<file path="src/rtl/if_stage_pkg.sv">
// Shared types and constants for the instruction-fetch stage.
// Holds the fetch-queue entry record and PC alignment helper.
package riscv_if_pkg;

  localparam int XLEN        = 32;
  localparam int INSTR_BYTES = 4;

  localparam logic [XLEN-1:0] RESET_PC_DEFAULT = 32'h0000_0000;

  typedef struct packed {
    logic [XLEN-1:0] pc;
    logic [XLEN-1:0] instr;
    logic            filled;
  } if_entry_t;

  function automatic logic [XLEN-1:0] align_pc(
    input logic [XLEN-1:0] a
  );
    return {a[XLEN-1:2], 2'b00};
  endfunction

endpackage

</file>
<file path="src/rtl/if_stage_if.sv">
// Fetch-stage bus bundle: instruction memory, redirect and decode sides.
// master = fetch stage, slave = surrounding pipeline / memory.
interface if_stage_if;
  import riscv_if_pkg::*;

  logic            imem_req_valid;
  logic            imem_req_ready;
  logic [XLEN-1:0] imem_req_addr;
  logic            imem_rsp_valid;
  logic [XLEN-1:0] imem_rsp_data;

  logic            redirect_valid;
  logic [XLEN-1:0] redirect_target;

  logic            id_valid;
  logic            id_ready;
  logic [XLEN-1:0] id_instr;
  logic [XLEN-1:0] id_pc;

  modport master (
    output imem_req_valid,
    input  imem_req_ready,
    output imem_req_addr,
    input  imem_rsp_valid,
    input  imem_rsp_data,
    input  redirect_valid,
    input  redirect_target,
    output id_valid,
    input  id_ready,
    output id_instr,
    output id_pc
  );

  modport slave (
    input  imem_req_valid,
    output imem_req_ready,
    input  imem_req_addr,
    output imem_rsp_valid,
    output imem_rsp_data,
    output redirect_valid,
    output redirect_target,
    input  id_valid,
    output id_ready,
    input  id_instr,
    input  id_pc
  );

endinterface

</file>
<file path="src/rtl/if_stage_fifo.sv">
// In-order fetch queue: entries are allocated at request time and
// filled in order as responses return, then popped from the head.
module if_fifo
  import riscv_if_pkg::*;
#(
  parameter int DEPTH = 2,
  localparam int PW = $clog2(DEPTH),
  localparam int CW = PW + 1
) (
  input  logic            clk_i,
  input  logic            rst_i,
  input  logic            flush_i,
  input  logic            alloc_i,
  input  logic [XLEN-1:0] alloc_pc_i,
  input  logic            fill_i,
  input  logic [XLEN-1:0] fill_data_i,
  input  logic            pop_i,
  output if_entry_t       head_o,
  output logic [CW-1:0]   count_o,
  output logic [CW-1:0]   unfilled_o
);

  if_entry_t ent_q [DEPTH];
  if_entry_t ent_d [DEPTH];

  logic [PW-1:0] head_q, head_d;
  logic [PW-1:0] tail_q, tail_d;
  logic [PW-1:0] fptr_q, fptr_d;
  logic [CW-1:0] count_q, count_d;
  logic [CW-1:0] unf_q, unf_d;
  logic          fill_ok;

  // A response with nothing outstanding has no entry to land in.
  assign fill_ok = fill_i & (unf_q != '0);

  always_comb begin
    ent_d   = ent_q;
    head_d  = head_q;
    tail_d  = tail_q;
    fptr_d  = fptr_q;
    count_d = count_q + CW'(alloc_i) - CW'(pop_i);
    unf_d   = unf_q + CW'(alloc_i) - CW'(fill_ok);
    if (alloc_i) begin
      ent_d[tail_q].pc     = alloc_pc_i;
      ent_d[tail_q].instr  = '0;
      ent_d[tail_q].filled = 1'b0;
      tail_d = tail_q + PW'(1);
    end
    if (fill_ok) begin
      ent_d[fptr_q].instr  = fill_data_i;
      ent_d[fptr_q].filled = 1'b1;
      fptr_d = fptr_q + PW'(1);
    end
    if (pop_i) begin
      ent_d[head_q].filled = 1'b0;
      head_d = head_q + PW'(1);
    end
    if (flush_i) begin
      for (int i = 0; i < DEPTH; i++) begin
        ent_d[i].filled = 1'b0;
      end
      head_d  = '0;
      tail_d  = '0;
      fptr_d  = '0;
      count_d = '0;
      unf_d   = '0;
    end
  end

  always_ff @(posedge clk_i) begin
    if (rst_i) begin
      for (int i = 0; i < DEPTH; i++) begin
        ent_q[i] <= '0;
      end
      head_q  <= '0;
      tail_q  <= '0;
      fptr_q  <= '0;
      count_q <= '0;
      unf_q   <= '0;
    end else begin
      ent_q   <= ent_d;
      head_q  <= head_d;
      tail_q  <= tail_d;
      fptr_q  <= fptr_d;
      count_q <= count_d;
      unf_q   <= unf_d;
    end
  end

  assign head_o     = ent_q[head_q];
  assign count_o    = count_q;
  assign unfilled_o = unf_q;

endmodule

</file>
<file path="src/rtl/if_stage.sv">
// Instruction-fetch stage: next-PC mux, request credit, redirect
// squashing via a discard counter, and the in-order fetch queue.
module if_stage
  import riscv_if_pkg::*;
#(
  parameter int              DEPTH    = 2,
  parameter logic [XLEN-1:0] RESET_PC = RESET_PC_DEFAULT
) (
  input  logic            clk,
  input  logic            reset,
  input  logic [XLEN-1:0] pc,
  output logic [XLEN-1:0] pcNext,
  if_stage_if.master      bus
);

  localparam int CW = $clog2(DEPTH) + 1;

  logic [CW-1:0] disc_q, disc_d;
  logic [CW-1:0] count;
  logic [CW-1:0] unfilled;
  logic [CW:0]   inflight;
  logic [CW:0]   outst;
  if_entry_t     head;

  logic credit;
  logic accept;
  logic redir_sel;
  logic rsp_drop;
  logic rsp_hit;
  logic fill;
  logic pop;

  // Queue slots and squashed requests both consume credit.
  assign inflight = {1'b0, count} + {1'b0, disc_q};
  assign credit   = inflight < (CW+1)'(DEPTH);

  assign bus.imem_req_valid = ~reset & ~bus.redirect_valid & credit;
  assign bus.imem_req_addr  = align_pc(pc);

  assign accept    = bus.imem_req_valid & bus.imem_req_ready;
  assign redir_sel = ~reset & bus.redirect_valid;

  assign rsp_drop = bus.imem_rsp_valid & (disc_q != '0);
  assign fill     = bus.imem_rsp_valid & (disc_q == '0)
                  & ~bus.redirect_valid;

  assign outst   = {1'b0, unfilled} + {1'b0, disc_q};
  assign rsp_hit = bus.imem_rsp_valid & (outst != '0);

  assign bus.id_valid = ~reset & ~bus.redirect_valid
                      & (count != '0) & head.filled;
  assign bus.id_instr = head.instr;
  assign bus.id_pc    = head.pc;

  assign pop = bus.id_valid & bus.id_ready;

  always_comb begin
    pcNext = pc;
    unique case (1'b1)
      reset:     pcNext = RESET_PC;
      redir_sel: pcNext = align_pc(bus.redirect_target);
      accept:    pcNext = pc + XLEN'(INSTR_BYTES);
      default:   pcNext = pc;
    endcase
  end

  // Everything still owed by memory becomes a discard on redirect,
  // minus the response that lands in the redirect cycle itself.
  always_comb begin
    disc_d = disc_q;
    if (bus.redirect_valid) begin
      disc_d = CW'(outst - {{CW{1'b0}}, rsp_hit});
    end else if (rsp_drop) begin
      disc_d = disc_q - CW'(1);
    end
  end

  always_ff @(posedge clk) begin
    if (reset) begin
      disc_q <= '0;
    end else begin
      disc_q <= disc_d;
    end
  end

  if_fifo #(
    .DEPTH (DEPTH)
  ) u_fifo (
    .clk_i       (clk),
    .rst_i       (reset),
    .flush_i     (bus.redirect_valid),
    .alloc_i     (accept),
    .alloc_pc_i  (pc),
    .fill_i      (fill),
    .fill_data_i (bus.imem_rsp_data),
    .pop_i       (pop),
    .head_o      (head),
    .count_o     (count),
    .unfilled_o  (unfilled)
  );

endmodule

</file>
<file path="src/flat_wrapper.sv">
// flat-port wrapper written by rule: the top's interface ports become plain ports
module if_stage_flat import riscv_if_pkg::*;
#(
  parameter int              DEPTH    = 2,
  parameter logic [XLEN-1:0] RESET_PC = RESET_PC_DEFAULT
)
  (clk, reset, pc, pcNext, bus_imem_req_valid, bus_imem_req_ready, bus_imem_req_addr, bus_imem_rsp_valid, bus_imem_rsp_data, bus_redirect_valid, bus_redirect_target, bus_id_valid, bus_id_ready, bus_id_instr, bus_id_pc);
  if_stage_if bus_i ();
  input  logic clk;
  input  logic reset;
  input  logic [XLEN-1:0] pc;
  output logic [XLEN-1:0] pcNext;
  output wire logic [$bits(bus_i.imem_req_valid)-1:0] bus_imem_req_valid;
  input wire logic [$bits(bus_i.imem_req_ready)-1:0] bus_imem_req_ready;
  output wire logic [$bits(bus_i.imem_req_addr)-1:0] bus_imem_req_addr;
  input wire logic [$bits(bus_i.imem_rsp_valid)-1:0] bus_imem_rsp_valid;
  input wire logic [$bits(bus_i.imem_rsp_data)-1:0] bus_imem_rsp_data;
  input wire logic [$bits(bus_i.redirect_valid)-1:0] bus_redirect_valid;
  input wire logic [$bits(bus_i.redirect_target)-1:0] bus_redirect_target;
  output wire logic [$bits(bus_i.id_valid)-1:0] bus_id_valid;
  input wire logic [$bits(bus_i.id_ready)-1:0] bus_id_ready;
  output wire logic [$bits(bus_i.id_instr)-1:0] bus_id_instr;
  output wire logic [$bits(bus_i.id_pc)-1:0] bus_id_pc;
  assign bus_imem_req_valid = bus_i.imem_req_valid;
  assign bus_i.imem_req_ready = bus_imem_req_ready;
  assign bus_imem_req_addr = bus_i.imem_req_addr;
  assign bus_i.imem_rsp_valid = bus_imem_rsp_valid;
  assign bus_i.imem_rsp_data = bus_imem_rsp_data;
  assign bus_i.redirect_valid = bus_redirect_valid;
  assign bus_i.redirect_target = bus_redirect_target;
  assign bus_id_valid = bus_i.id_valid;
  assign bus_i.id_ready = bus_id_ready;
  assign bus_id_instr = bus_i.id_instr;
  assign bus_id_pc = bus_i.id_pc;
  if_stage #(.DEPTH(DEPTH), .RESET_PC(RESET_PC)) u_core (.clk(clk), .reset(reset), .pc(pc), .pcNext(pcNext), .bus(bus_i));
endmodule
</file>
<file path="config.mk">
export PLATFORM = sky130hd
export DESIGN_NAME = if_stage_flat
export DESIGN_NICKNAME = d
export VERILOG_FILES = /design/src/rtl/if_stage_pkg.sv /design/src/rtl/if_stage_if.sv /design/src/rtl/if_stage_fifo.sv /design/src/rtl/if_stage.sv /design/src/flat_wrapper.sv
export SDC_FILE = /design/constraint.sdc
export NUM_CORES = 1
export LEC_CHECK = 0
export BUFFER_PORTS_ARGS = -buffer_cell sky130_fd_sc_hd__buf_4
export CAP_MARGIN = 10
export CORE_ASPECT_RATIO = 0.5
export CORE_UTILIZATION = 48
export CTS_BUF_LIST = sky130_fd_sc_hd__clkbuf_8
export DETAILED_ROUTE_END_ITERATION = 12
export PLACE_DENSITY_LB_ADDON = 0.05
export SLEW_MARGIN = 20
export SYNTH_ARGS = -nofsm -noshare
export SYNTH_HDL_FRONTEND = slang
export SYNTH_SLANG_ARGS = --single-unit
</file>
<file path="constraint.sdc">
create_clock -name clk -period 2.5 [get_ports clk]
set_input_delay 0.375 -clock clk [delete_from_list [all_inputs] [get_ports clk]]
set_output_delay 0.375 -clock clk [all_outputs]
set_load 0.02 [all_outputs]
</file>
==> metrics, run 1 <==
CP Cell Sequence=and2_4, fa_2, buf_4, nor3b_4, nand4_1, buf_4, or3_4, a311oi_4, buf_6; first-pass GRT wire length=approximately 36 mm; final wirelength=around 25 mm; switching part of the total=0.2967; dpl cells=~1300; RSZ-0062 raised after global routing=yes; failing checks=setup timing; GRT met2 Usage=0.4996; CP peak stage delay=0.44 ns; Clock Sinks=about 140; net switching power=around 1.5 mW; Reg2Reg Capture Point=u_core.u_fifo.count_o[1]; synth unique cells=52; CP arrival=approximately 3.0 ns; CP most frequent cell=buf_4; worst r2r src=u_core.u_fifo.count_o[0]; post-DR vias/cell=between 5 and 6; Layout area overhead=45.24%; reg2reg path depth=14; slew at the pin with the worst max-slew slack=0.7401 ns; Overall Global Routing Usage=0.2922; met3 Track Usage GR=0.08165; crit path max-delay cell type=fa_2; cell count after synthesis=roughly 950; Pwr Density=~470 nW/um2; hold wc startpoint=reset; synth cell count leaders=213 x nand2_1, 139 x dfxtp_1, 138 x a21oi_1, 76 x nand3_1, 70 x clkbuf_1; Cell Count, Final, Fillers Out=roughly 1400; DRT iter0 DRCs=between 500 and 600; logic gate share of total power=0.202; Async S/R FF share, synth=0; # fillers=approximately 1200; sequential fraction of the synthesis area=0.3777; Max clock buf depth=2; status=finished with violations; Critical Path RT=about 2.1 ns; Mapped Avg Cell Area=about 7.7 um2; Die Y=89.61 um; H-tree levels=4; Hold Buf Count CTS=0; final slew viol count=0; Vias=between 7000 and 8000; worst path bufs/invs=3; prevailing post-synth register cell=dfxtp_1; Rows=31; post-route ant nets=0; Yosys reg bits=about 140; crit path launch type=flop; GR peak layer=met2; # diodes=0; CP Max Fanout=4; Worst Skew=0.02264 ns; CTS clk-pin slew, worst paths=about 0.07 ns; DRC viols=0; CTS buffer count=17; Mapped Area=roughly 7400 um2; FMAX=between 200 and 300 MHz; count of final setup violators=roughly 100; Pint=between 3 and 4 mW; hold depth=2; First-pass DRT Iterations=5; Pleak=4.305 nW; Worst path top cell family by delay=simple AND/OR/NAND/NOR gates; top-count cell post-synth=nand2_1; Period minus WS final=~3.4 ns; final core utilization=0.7261; crit path capture type=primary output; number of global-route vias before repair=approximately 7100; top-area cell type share of the netlist area=0.3777; grt total ovfl=0; critical path type=flop to primary output; TNS Setup=-25.82 ns; Synth area leaders=dfxtp_1 38%, nand2_1 11%, mux2_2 9.9%; final net count=1289; worst hold slack=0.1449 ns; GRT met1 Usage=0.3701; number of enable flip-flop cells after synthesis=0; Final Hold Vio Count=0; initial antenna violation count=0; area leader, netlist=dfxtp_1; final worst setup slack=-0.8919 ns; worst vdd ir=333.1 uV; die area=15880 um2; Initial Utilization=0.4999; Clock power frac=0.349; # IOs=~230; CTS tree=done; max cap viols=0; Sequential Power Share=0.449; layout cell share with drive strength beyond 1=0.4143; Placer Congestion=~0.80; Rel. slew slack=0.5066; Hold Path Class=input pin to flop; core footprint=14740 um2; Final Cycle Share=1.357; width of the die=177.2 um; clk_lat worst skew=roughly 0.45 ns; hpwl dp=15.82 mm; Yosys warning count=0; Worst R2R Setup Slack=-0.36 ns; CTS Root Cell=clkbuf_8; pin count of the biggest net entering global routing=65; WL/cell=roughly 18 um; Buffers on Ports=227
-- final cells by class --
cell class	instances	area [um2]	area share
flip-flops and latches	139	2789	0.2606
clock inverters	13	118.9	0.01111
multi-input cells	688	4551	0.4252
well taps	198	247.7	0.02315
inverters	16	60.06	0.005612
repair buffers	315	2674	0.2499
clock buffers	19	261.5	0.02444
-- logic make-up (layout without fill, tap and decap cells) --
kind of cell	Yosys count	count (layout)	synth area share
flops	139	139	0.3777
simple gates	406	406	0.2559
other cells	1	2	0.0005089
mux	65	65	0.09934
fa+ha+maj	10	10	0.01902
buf+inv	128	363	0.08219
xor+xnor	16	16	0.01902
compound gates	189	189	0.1464
-- layer usage --
metal  routed length [um]  part of all wire  vias up
li1                     -                 -     3728
met1                10660              0.43     3884
met2                11590              0.47      301
met3                 2117             0.086       30
met4                  296             0.012        0
met5                    0                 0        -
-- how the worst max path moves through the flow --
stage          cells past startpoint         end  slack (ns)                      from
4_1_cts                            7  pcNext[26]       -0.92  u_core.u_fifo.count_o[0]
2_1_floorplan                      6  pcNext[26]       -0.42  u_core.u_fifo.count_o[0]
6_report                           9  pcNext[16]       -0.89  u_core.u_fifo.count_o[0]
3_5_place_dp                       7  pcNext[26]       -0.48  u_core.u_fifo.count_o[0]
5_1_grt                            9  pcNext[16]       -0.99  u_core.u_fifo.count_o[0]
3_3_place_gp                       7  pcNext[26]       -0.45  u_core.u_fifo.count_o[0]
-- power groups by stage --
| stage | clock [mW] | combinational [mW] | sequential (mW) |
|---|---|---|---|
| after floorplan | 0 | 0.502 | 2.31 |
| after global placement | 0 | 0.892 | 2.32 |
| after detailed placement | 0 | 0.904 | 2.32 |
| after CTS | 1.79 | 0.946 | 2.26 |
| after global routing | 1.89 | 1.08 | 2.27 |
| final | 1.76 | 1.02 | 2.27 |
-- layout by cell type, fill, tap and decap left out, types with 4 or more instances in the layout --
master,n
xor2_1,7
nor2b_1,5
and2_1,5
nor3_1,4
buf_6,23
ha_1,7
a21oi_2,11
inv_1,16
nor2_1,31
a311oi_4,8
nand2_1,212
a211oi_1,6
clkbuf_8,19
clkinv_4,4
a21oi_1,127
and3_1,9
a211oi_2,7
buf_12,9
buf_4,275
dfxtp_1,136
mux2_2,65
clkbuf_16,5
nand4_1,15
or3_4,8
xnor2_1,6
o21ai_0,8
and4_1,6
nand3_2,5
nand3_1,71
a2111oi_4,4
-- stage by stage --
step	setup WS (ns)	instance area, um2	power, mW
floorplan	-0.4160	7689	2.816
global placement	-0.4527	9666	3.207
detailed placement	-0.4816	9666	3.221
CTS	-0.9201	10270	5.002
global route	-0.9942	10700	5.242
finish	-0.8919	10700	5.050
-- repair_timing --
| item | in CTS | in global routing |
|---|---|---|
| endpoints found under the hold margin | 0 | 0 |
| resized for setup | 38 | 51 |
| endpoints found under the setup margin | 32 | 85 |
| setup buffers | 6 | 11 |
| gates cloned | 0 | 6 |
| pin swaps | 28 | 25 |
Note: power is estimated with default switching activity, not from simulation.
==> run 2: changes to the inputs <==
Settings changed: CORE_UTILIZATION 48 to 53.
Clock period 2.5 ns to 3.3 ns, I/O delays scaled along.
==> metrics, run 2 (same netlist as run 1, synthesis figures left out) <==
first-pass GRT wire length=34.46 mm (-4.6%); clk_lat worst skew=0.44 ns (about the same); CP arrival=3.05 ns (+0.03 ns); Period minus WS final=3.544 ns; hpwl dp=14.18 mm (-10%); Cell Count, Final, Fillers Out=1333 (-4.0%); First-pass DRT Iterations=9 (+4); die area=14410 um2 (-9.3%); Hold Path Class=input pin to flop; Buffers on Ports=227 (unchanged); status=finished with violations; # diodes=0 (unchanged); worst hold slack=0.2953 ns (+0.1503 ns); GRT met1 Usage=0.3821 (+0.01197); Final Cycle Share=1.074; Max clock buf depth=2 (unchanged); grt total ovfl=0 (unchanged); final slew viol count=0 (unchanged); dpl cells=1287 (-3.5%); Layout area overhead=31.89%; WL/cell=16.66 um (-6.3%); Rows=30 (-3.2%); Overall Global Routing Usage=0.3011 (+0.008863); # IOs=232 (unchanged); layout cell share with drive strength beyond 1=0.3532 (-0.06109); number of global-route vias before repair=6905 (-3.3%); pin count of the biggest net entering global routing=85 (+31%); Critical Path RT=2.80 ns (+0.68 ns); GRT met2 Usage=0.5101 (+0.01050); width of the die=168.8 um (-4.8%); final wirelength=22.20 mm (-10%); Die Y=85.38 um (-4.7%); critical path type=flop to primary output; final core utilization=0.7172 (-0.008886); crit path capture type=primary output; CTS buffer count=17 (unchanged); DRT iter0 DRCs=620 (+4.2%); FMAX=282.2 MHz; Pwr Density=398.4 nW/um2 (-16%); # fillers=1140 (-1.6%); met3 Track Usage GR=0.07090 (-0.01075); final net count=1241 (-3.7%); CTS tree=done; final worst setup slack=-0.2440 ns (+0.6479 ns); crit path launch type=flop; CP Max Fanout=2 (-2); Final Hold Vio Count=0 (unchanged); DP Area=8987 um2 (-7.0%); core footprint=13550 um2 (-8.1%); final std cell area, no fill=9718 um2 (-9.2%); Vias=7521 (-5.3%); GR peak layer=met2; commonest non-fill, non-tap cell in the layout=buf_4; failing checks=DRC, setup timing; Clock Sinks=139 (unchanged); CTS Root Cell=clkbuf_8; Pleak=3.894 nW (-9.5%); TNS Setup=-1.506 ns (+24.32 ns); post-DR vias/cell=5.642 (-1.4%); Placer Congestion=0.8234 (+2.3%); Rel. slew slack=0.4002 (-0.1064); Initial Utilization=0.5438 (+0.04385); most frequent cells in the layout=259 x buf_4, 213 x nand2_1, 137 x a21oi_1; count of final setup violators=18 (-83%); Worst Skew=0.01451 ns (-0.008128 ns); max cap viols=0 (unchanged); post-route ant nets=0 (unchanged); RSZ-0062 raised after global routing=yes; slew at the pin with the worst max-slew slack=0.8997 ns (+0.1596 ns); H-tree levels=4 (unchanged); DRC viols=2 (+2); initial antenna violation count=0 (unchanged); CTS clk-pin slew, worst paths=0.09 ns (+0.02 ns); worst vdd ir=237.6 uV (-29%)
==> run 2: changes by cell type in the layout (fill, tap and decap cells not counted), moves of 8 or more <==
| cell | previous run | this run |
|---|---|---|
| a21oi_1 | 127 | 137 |
| a21oi_2 | 11 | 1 |
| buf_6 | 23 | 8 |
| a311oi_4 | 8 | 0 |
| buf_4 | 275 | 259 |
| buf_12 | 9 | 0 |
==> run 2: worst max-delay path: stages (launching register included) <==
cell	delay, ns
dfxtp_2	0.34
and2_4	0.14
fa_2	0.47
nand4bb_1	0.22
or4_4	0.50
or3_4	0.41
a2111oi_4	0.32
buf_4	0.20
==> run 2: final cells by class <==
class	instances	area [um2]	area share
multi-input cells	688	4173	0.4294
clock inverters	14	187.7	0.01931
clock buffers	17	234.0	0.02408
well taps	192	240.2	0.02472
inverters	16	60.06	0.006180
repair buffers	267	2034	0.2093
flip-flops and latches	139	2789	0.2870
==> run 2: stage by stage <==
stage,setup WS [ns],power [mW]
floorplan,0.02015,2.093
global placement,0.1459,2.348
detailed placement,0.1577,2.355
CTS,-0.2581,3.866
global route,-0.3215,4.009
finish,-0.2440,3.872
==> run 2: final timing paths <==
kind	endpoint	startpoint	slack, ns	depth (start not counted)
max reg2reg	u_core.u_fifo.count_o[1]	u_core.disc_q[0]	0.38	15
max	pcNext[26]	u_core.disc_q[0]	-0.24	7
min	u_core.u_fifo.ent_q[25]	bus_imem_rsp_data[24]	0.30	3
min reg2reg	flop	flop	0.46	2
==> run 2: per-layer routing <==
| layer | vias to the layer above | routed length, um |
|---|---|---|
| li1 | 3629 | - |
| met4 | 0 | 256 |
| met1 | 3588 | 9636 |
| met2 | 276 | 10680 |
| met3 | 28 | 1627 |
| met5 | - | 0 |
==> run 2: timing repair <==
item,CTS,global route
hold buffers,0,0
buffers inserted,11,4
endpoints found under the setup margin,24,25
resized for setup,19,22
pin swaps,12,8
==> run 2: where the power goes <==
part	total (mW)	internal (mW)	switching, mW
Clock	1.50	0.765	0.739
Sequential	1.72	1.70	0.0154
Combinational	0.651	0.282	0.369
